===== src/rtl/pwm_pkg.sv =====
// Shared types, limits and helpers for the multichannel PWM block.
package pwm_pkg;

    typedef enum logic {
        PWM_EDGE   = 1'b0,
        PWM_CENTER = 1'b1
    } pwm_mode_e;

    typedef enum logic {
        DIR_UP   = 1'b0,
        DIR_DOWN = 1'b1
    } pwm_dir_e;

    localparam int MAX_CH    = 32;
    localparam int MIN_CNT_W = 4;
    localparam int MAX_CNT_W = 16;

    // Channel-index width; a single channel still gets a 1-bit index port.
    function automatic int clog2_min1(input int n);
        return (n > 1) ? $clog2(n) : 1;
    endfunction

endpackage


===== src/rtl/pwm_timebase.sv =====
// Shared prescaler and edge/center-aligned period counter for all PWM channels.
// Flags the period boundary so channels can swap in their buffered duties.
module pwm_timebase
    import pwm_pkg::*;
#(
    parameter int CNT_W   = 8,
    parameter int PRESC_W = 8
) (
    input  logic               clk,
    input  logic               rst,
    input  logic [PRESC_W-1:0] prescale,
    input  logic               mode,
    output logic [CNT_W-1:0]   cnt,
    output logic               boundary,
    output logic               period_start
);

    localparam logic [CNT_W-1:0]   CNT_MAX   = '1;
    localparam logic [CNT_W-1:0]   CNT_ONE   = CNT_W'(1);
    localparam logic [PRESC_W-1:0] PRESC_ONE = PRESC_W'(1);

    logic [PRESC_W-1:0] presc_cnt;
    logic [PRESC_W-1:0] presc_cnt_nxt;
    logic [CNT_W-1:0]   cnt_nxt;
    logic               tick;
    pwm_dir_e           dir;
    pwm_dir_e           dir_nxt;
    pwm_mode_e          mode_act;
    pwm_mode_e          mode_act_nxt;

    always_ff @(posedge clk) begin
        if (rst) begin
            presc_cnt    <= '0;
            cnt          <= '0;
            dir          <= DIR_UP;
            mode_act     <= PWM_EDGE;
            period_start <= 1'b0;
        end else begin
            presc_cnt    <= presc_cnt_nxt;
            cnt          <= cnt_nxt;
            dir          <= dir_nxt;
            mode_act     <= mode_act_nxt;
            period_start <= boundary;
        end
    end

    // A prescale lowered below the running count wraps without producing a tick.
    always_comb begin
        tick          = (presc_cnt == prescale);
        presc_cnt_nxt = (presc_cnt >= prescale) ? '0 : presc_cnt + PRESC_ONE;
        cnt_nxt       = cnt;
        dir_nxt       = dir;
        mode_act_nxt  = mode_act;
        boundary      = 1'b0;
        if (tick) begin
            if (mode_act == PWM_EDGE) begin
                cnt_nxt  = cnt + CNT_ONE;
                boundary = (cnt == CNT_MAX);
            end else if (dir == DIR_UP) begin
                if (cnt == CNT_MAX) begin
                    cnt_nxt = cnt - CNT_ONE;
                    dir_nxt = DIR_DOWN;
                end else begin
                    cnt_nxt = cnt + CNT_ONE;
                end
            end else begin
                cnt_nxt  = cnt - CNT_ONE;
                boundary = (cnt == CNT_ONE);
            end
        end
        if (boundary) begin
            mode_act_nxt = pwm_mode_e'(mode);
            dir_nxt      = DIR_UP;
        end
    end

endmodule


===== src/rtl/pwm_multichannel.sv =====
// NUM_CH PWM outputs on one shared timebase with double-buffered duty registers
// that swap in glitch-free at each period boundary.
module pwm_multichannel
    import pwm_pkg::*;
#(
    parameter  int NUM_CH  = 16,
    parameter  int CNT_W   = 8,
    parameter  int PRESC_W = 8,
    localparam int CH_W    = clog2_min1(NUM_CH)
) (
    input  logic               clk,
    input  logic               rst,
    input  logic [NUM_CH-1:0]  out_en,
    input  logic [NUM_CH-1:0]  pwm_en,
    input  logic               wr_valid,
    input  logic [CH_W-1:0]    wr_ch,
    input  logic [CNT_W-1:0]   wr_duty,
    input  logic [PRESC_W-1:0] prescale,
    input  logic               mode,
    output logic [NUM_CH-1:0]  pwm_out,
    output logic               period_start
);

    localparam logic [CNT_W-1:0] CNT_MAX = '1;

    logic [CNT_W-1:0]  cnt;
    logic              boundary;
    logic [NUM_CH-1:0] raw;

    pwm_timebase #(
        .CNT_W   (CNT_W),
        .PRESC_W (PRESC_W)
    ) u_timebase (
        .clk          (clk),
        .rst          (rst),
        .prescale     (prescale),
        .mode         (mode),
        .cnt          (cnt),
        .boundary     (boundary),
        .period_start (period_start)
    );

    // Out-of-range channel indices match no IDX, so those writes are dropped.
    for (genvar i = 0; i < NUM_CH; i++) begin : g_ch
        localparam logic [CH_W-1:0] IDX = CH_W'(i);

        logic [CNT_W-1:0] pending;
        logic [CNT_W-1:0] active;

        always_ff @(posedge clk) begin
            if (rst) begin
                pending <= '0;
                active  <= '0;
            end else begin
                if (wr_valid && (wr_ch == IDX)) begin
                    pending <= wr_duty;
                end
                if (boundary) begin
                    active <= pending;
                end
            end
        end

        assign raw[i] = (active == CNT_MAX) ? 1'b1 : (cnt < active);
    end

    // Disabled PWM on an enabled output holds the pin statically high.
    always_ff @(posedge clk) begin
        if (rst) begin
            pwm_out <= '0;
        end else begin
            pwm_out <= out_en & (~pwm_en | raw);
        end
    end

endmodule


===== config.mk =====
export PLATFORM = sky130hd
export DESIGN_NAME = pwm_multichannel
export DESIGN_NICKNAME = d
export VERILOG_FILES = /design/src/rtl/pwm_pkg.sv /design/src/rtl/pwm_timebase.sv /design/src/rtl/pwm_multichannel.sv
export SDC_FILE = /design/constraint.sdc
export NUM_CORES = 1
export LEC_CHECK = 0
export CORE_MARGIN = 2
export CORE_UTILIZATION = 50
export DETAILED_ROUTE_END_ITERATION = 8
export HOLD_SLACK_MARGIN = 0.02
export PLACE_DENSITY = 0.65
export SYNTH_ARGS = -nofsm -noshare
export SYNTH_HDL_FRONTEND = slang
export SYNTH_SLANG_ARGS = --single-unit

===== constraint.sdc =====
create_clock -name clk -period 3.7 [get_ports clk]
set_input_delay 0.925 -clock clk [delete_from_list [all_inputs] [get_ports clk]]
set_output_delay 0.925 -clock clk [all_outputs]
set_load 0.03 [all_outputs]

; ---- Word-level counts from Yosys, hierarchy flattened
; Cells that the tools add are included.
[totals]
register_bits = 291
out_inout_bits = 17
[classes]
n_addsub = 3
n_lt_le_gt_ge = 17
n_eq_ne = 34
muxes = 24
bitwise_logic = 3
reduce_logical = 20
[ops]
columns = operator, n
row1 = $eq 8x8->1 const B, 17
row2 = $lt 8x8->1, 16
row3 = $eq 4x4->1 const B, 8
row4 = $mux 8, 3
row5 = $mux 1, 21
row6 = $add 8x1->8 const B, 2
row7 = $and 16x16->16, 1
row8 = $eq 4x3->1 const B, 4
row9 = $logic_and 1x1->1, 16
row10 = $not 16->16, 1
row11 = $or 16x16->16, 1
row12 = $eq 4x2->1 const B, 2
row13 = $eq 8x1->1 const B, 1
row14 = $eq 8x8->1, 1
row15 = $ge 8x8->1, 1
row16 = $sub 8x1->8 const B, 1
row17 = $eq 4x1->1 const B, 1
row18 = $logic_not 4->1, 1
row19 = $reduce_or 2->1, 2
row20 = $reduce_and 2->1, 1

; ---- Logic depth before layout (Yosys ltp)
[depth]
depth_word = 5
ltp_mapped = 9
depth_no_buf = 7

; ---- Cells and area by module
; From an unflattened synthesis, not the netlist that was laid out.
[unflattened]
cells_unflattened = 1515
hier_area_um2 = 14012.2
[modules_own_cells]
columns = mod, instances, cells_each, area_each_um2
row1 = pwm_multichannel, 1, 1359, 12694.7
row2 = pwm_timebase, 1, 156, 1317.5

; ---- Worst setup path after synthesis
; OpenSTA, ideal clock, no wires.
[synth_path]
path_type = input to register
startpoint = in prescale[5]
endpoint = reg g_ch[1].active[0]
t_arrival_ps = 2595
t_required_ps = 3572
slack_ps = 978
path_stages = 9
path_buffers = 2
path_cell_list = inv_1 ha_1 nand4_2 nor2_1 a32oi_1 buf_4 buf_6 mux2i_1 nor2_1
[synth_via]
elab_chain_cells = 2
[synth_rtl]
columns = element, line
row1 = "start, declared", pwm_multichannel.sv:18  ; input logic [PRESC_W-1:0] prescale,
row2 = $eq 8x8->1, pwm_timebase.sv:49  ; tick = (presc_cnt == prescale);
row3 = $mux 1, pwm_timebase.sv:55  ; if (tick) begin
row4 = "end signal, assigned", pwm_multichannel.sv:59  ; active <= pending;
row5 = "end, declared", pwm_multichannel.sv:48  ; logic [CNT_W-1:0] active;
; No other way between the ends.
; A chain may end at the register's enable or synchronous reset.

; ---- Worst setup path in the final report
[layout_path]
startpoint = in prescale[1]
endpoint = reg g_ch[8].active[4]
[layout_via]
elab_chain_cells = 2
[layout_rtl]
columns = element, line
row1 = $eq 8x8->1, pwm_timebase.sv:49
row2 = $mux 1, pwm_timebase.sv:55
row3 = "end signal, assigned", pwm_multichannel.sv:59
row4 = "end, declared", pwm_multichannel.sv:48
; No other way between the ends.

==> metrics.md <==
| Metric | Value |
|---|---|
| Peak VDD IR | `343 µV` |
| Worst Setup Path Type | `in -> reg` |
| Avg Inst Size Synth | `9.45 µm²` |
| Vias | `10200` |
| Ys flop type | `dfxtp_1` |
| Placer Congestion | `roughly 0.8` |
| Drt pass-1 iters | `5` |
| Period utilisation layout | `0.767` |
| Cell variety after synth | `48` |
| Share of total power in combinational logic | `0.049` |
| WP data required | `4110 ps` |
| Design Area, Final | `around 16000 µm²` |
| Post-synthesis mux area share | `0.189` |
| M2 GR Usage | `0.384` |
| Hold Crit Class | `reg -> reg` |
| Core area | `between 20000 and 30000 µm²` |
| Layout cells sized above 1 | `0.0584` |
| Die height | `170 µm` |
| Vias per cell | `~5.4` |
| Fin Setup TNS | `0 ps` |
| # rows | `60` |
| First-pass GRT wire length | `52100 µm` |
| Largest family of logic cells by synthesized area | `multiplexers` |
| Adder-cell share of the synthesized area | `0.112` |
| Total Routed Length | `around 32000 µm` |
| Layout Nets | `1717` |
| Clock share of power | `0.465` |
| # H-tree levels | `1` |
| Worst skew pair latency | `560 ps` |
| DRC viols | `0` |
| Synth Area in Compound Gates | `0.0680` |
| I/O Buffers | `72` |
| Outcome | `finished clean` |
| Total gr overflow | `0` |
| Synth Area in Simple Gates | `0.141` |
| CP startpoint kind | `input pin` |
| Worst-path clk slew | `60 ps` |
| DP Area | `15000 µm²` |
| Fin Clk Skew | `8.12 ps` |
| GRT met1 Usage | `0.306` |
| Sequential area share after synthesis | `0.421` |
| Seq cells post-synth | `291` |
| Worst-margin pin slew | `~1100 ps` |
| Slowest cell delay on critical path | `around 450 ps` |
| Width of the die | `170 µm` |
| Top Ports | `73` |
| Crit Path Max Fanout | `68` |
| Sw frac | `0.218` |
| Initial DRC count | `just over 500` |
| Commonest cells after routing, fill and taps aside | `302 x nor2_1, 291 x dfxtp_1, 260 x mux2i_1, 141 x inv_1, 124 x ha_1` |
| Area Overhead vs Synth | `15.5%` |
| Routed len/inst | `17.0 µm` |
| Post-CTS Setup Inserts | `0` |
| Rel. slew slack | `0.271` |
| Final min period | `2840 ps` |
| Most Used Layer, Global Route | `met2` |
| Most common cell after layout, fill and taps aside | `nor2_1` |
| Die area | `29000 µm²` |
| Hold bufs inserted after CTS | `0` |
| PnR Total Power | `6.54 mW` |
| Vias in the first global route | `9933` |
| Diode count | `0` |
| Cts repair resizes | `0` |
| Global Route met3 Usage | `0.0314` |
| PwrDens | `~410 nW/µm²` |
| Largest net degree at the start of global routing | `123` |
| Arr. time, crit path | `between 3000 and 4000 ps` |
| Leakage | `7.23 nW` |
| Clk buf depth | `3` |
| Post-DP HPWL | `just over 20000 µm` |
| Crit-path cells | `clkdlybuf4s50_1, inv_1, ha_1, nand4_2, nor4_1, buf_4, a32oi_4, buf_12, mux2i_1, nor2_1` |
| Hold Fails Final Rpt | `0` |
| Post-Syn Area | `13800 µm²` |
| Final Max Tran Viols | `0` |
| Starting Density | `0.512` |
| Post-synthesis net count | `about 1600` |
| Unrepaired setup endpoints after global routing | `no` |
| Clock sink count | `around 290` |
| Final Setup Violations | `0` |
| Slowest-stage cell, CP | `clkdlybuf4s50_1` |
| Initial antenna violation count | `0` |
| Worst setup EP type | `flop` |
| Async SR Flop Fraction | `0` |
| Post-DRT Antenna Nets | `0` |
| Root buf cell | `clkbuf_16` |
| Max Cap Viol | `0` |
| Max Fclk | `0.352 GHz` |
| TritonCTS clock tree | `built` |
| Post-synth EDFFs | `0` |
| Sw power | `1.43 mW` |
| Total CTS buffers | `31` |
| Total GRT Usage | `0.226` |
| Mapped Cells | `between 1000 and 1500` |
| Synth warn | `0` |
| Seq pwr share | `0.486` |
| XOR/XNOR Fraction of Synth Area | `0.00633` |
| Pint | `5.12 mW` |
==> synth_stat cells, types with 2 or more instances <==
library cell,number,area [µm²]
a21boi_0,10,75.1
a21boi_1,7,52.6
a21oi_1,38,190
and3_1,3,18.8
buf_2,6,30.0
buf_6,10,113
clkbuf_1,49,184
dfxtp_1,291,5830
ha_1,124,1550
inv_1,141,529
mux2i_1,260,2600
nand2_1,5,18.8
nand2b_1,5,31.3
nand3_1,11,55.1
nand3b_1,20,150
nand4_1,37,231
nand4_2,2,25.0
nor2_1,302,1130
nor2b_1,2,12.5
nor3_1,2,10.0
nor4_1,4,25.0
nor4b_1,17,149
o2111ai_1,16,140
o21ai_0,11,55.1
o21ai_1,42,210
o221ai_1,16,140
or3_1,4,25.0
xnor2_1,4,35.0
xor2_1,6,52.6
==> layout make-up <==
type | instances | area [µm²]
Inverter | 142 | 533
Clock inverter | 8 | 93.8
Tap cell | 341 | 427
Timing Repair Buffer | 106 | 1030
Fill cell | 2381 | 11000
Multi-Input combinational cell | 965 | 7160
Clock buffer | 45 | 908
Sequential cell | 291 | 5830
==> metal layers <==
metal	share of wire	up-vias
li1	-	5180
met1	0.49	4813
met2	0.46	151
met3	0.036	45
met4	0.020	0
met5	0	-
==> registers in the layout, summed over array words and instances (netlist names) <==
signal                   cells
pwm_out                     16
u_timebase.mode_act          1
g_ch.active                128
u_timebase.presc_cnt         8
u_timebase.cnt               8
g_ch.pending               128
u_timebase.period_start      1
u_timebase.dir               1
==> worst max-delay path, delay by kind of cell <==
kind	cells	cell delay, ps
buffers and inverters	4	1070
AND/OR/NAND/NOR	3	340
adder cells (fa/ha/maj)	1	310
multiplexers	1	270
AO/OA/AOI/OAI	1	230
==> power groups by stage <==
stage	clock [mW]	combinational [mW]	sequential [mW]
3_5_place_dp	0	0.321	3.25
2_1_floorplan	0	0.152	3.26
6_report	3.05	0.321	3.18
5_1_grt	3.25	0.347	3.18
4_1_cts	3.12	0.323	3.18
3_3_place_gp	0	0.318	3.25
==> per-stage QoR <==
| step | worst slack, ps | cells | util | hold WS [ps] |
|---|---|---|---|---|
| after detailed placement | 338 | 1845 | 0.554 | 476 |
| after global placement | 374 | 1845 | 0.554 | 465 |
| after CTS | 911 | 1898 | 0.591 | 489 |
| after global routing | 773 | 1898 | 0.591 | 513 |
| after floorplan | 978 | 1464 | - | 448 |
| final | 862 | 1898 | 0.591 | 485 |
==> path summary, 6_finish.rpt <==
path	end	start	slack, ps	cells after the start
worst min register to register	g_ch[8].active[2]$_SDFFE_PP0P_	g_ch[8].pending[2]$_SDFFE_PP0P_	490	2
worst min-delay path	g_ch[8].active[2]$_SDFFE_PP0P_	g_ch[8].pending[2]$_SDFFE_PP0P_	490	2
worst max-delay path	g_ch[8].active[4]$_SDFFE_PP0P_	prescale[1]	860	10
worst max register to register	g_ch[8].active[4]$_SDFFE_PP0P_	u_timebase.cnt[2]$_SDFFE_PP0P_	1120	7
==> kinds of logic (layout without fill, tap and decap cells) <==
| family | count (synthesis) | count (layout) |
|---|---|---|
| and+or+nand+nor | 421 | 421 |
| DFF | 291 | 291 |
| muxes | 261 | 261 |
| buffers and inverters | 208 | 301 |
| AOI/OAI and AO/OA | 149 | 149 |
| adders and majority gates | 124 | 124 |
| xor gates and xnor gates | 10 | 10 |
No activity file was read; power rests on OpenSTA's default activity.
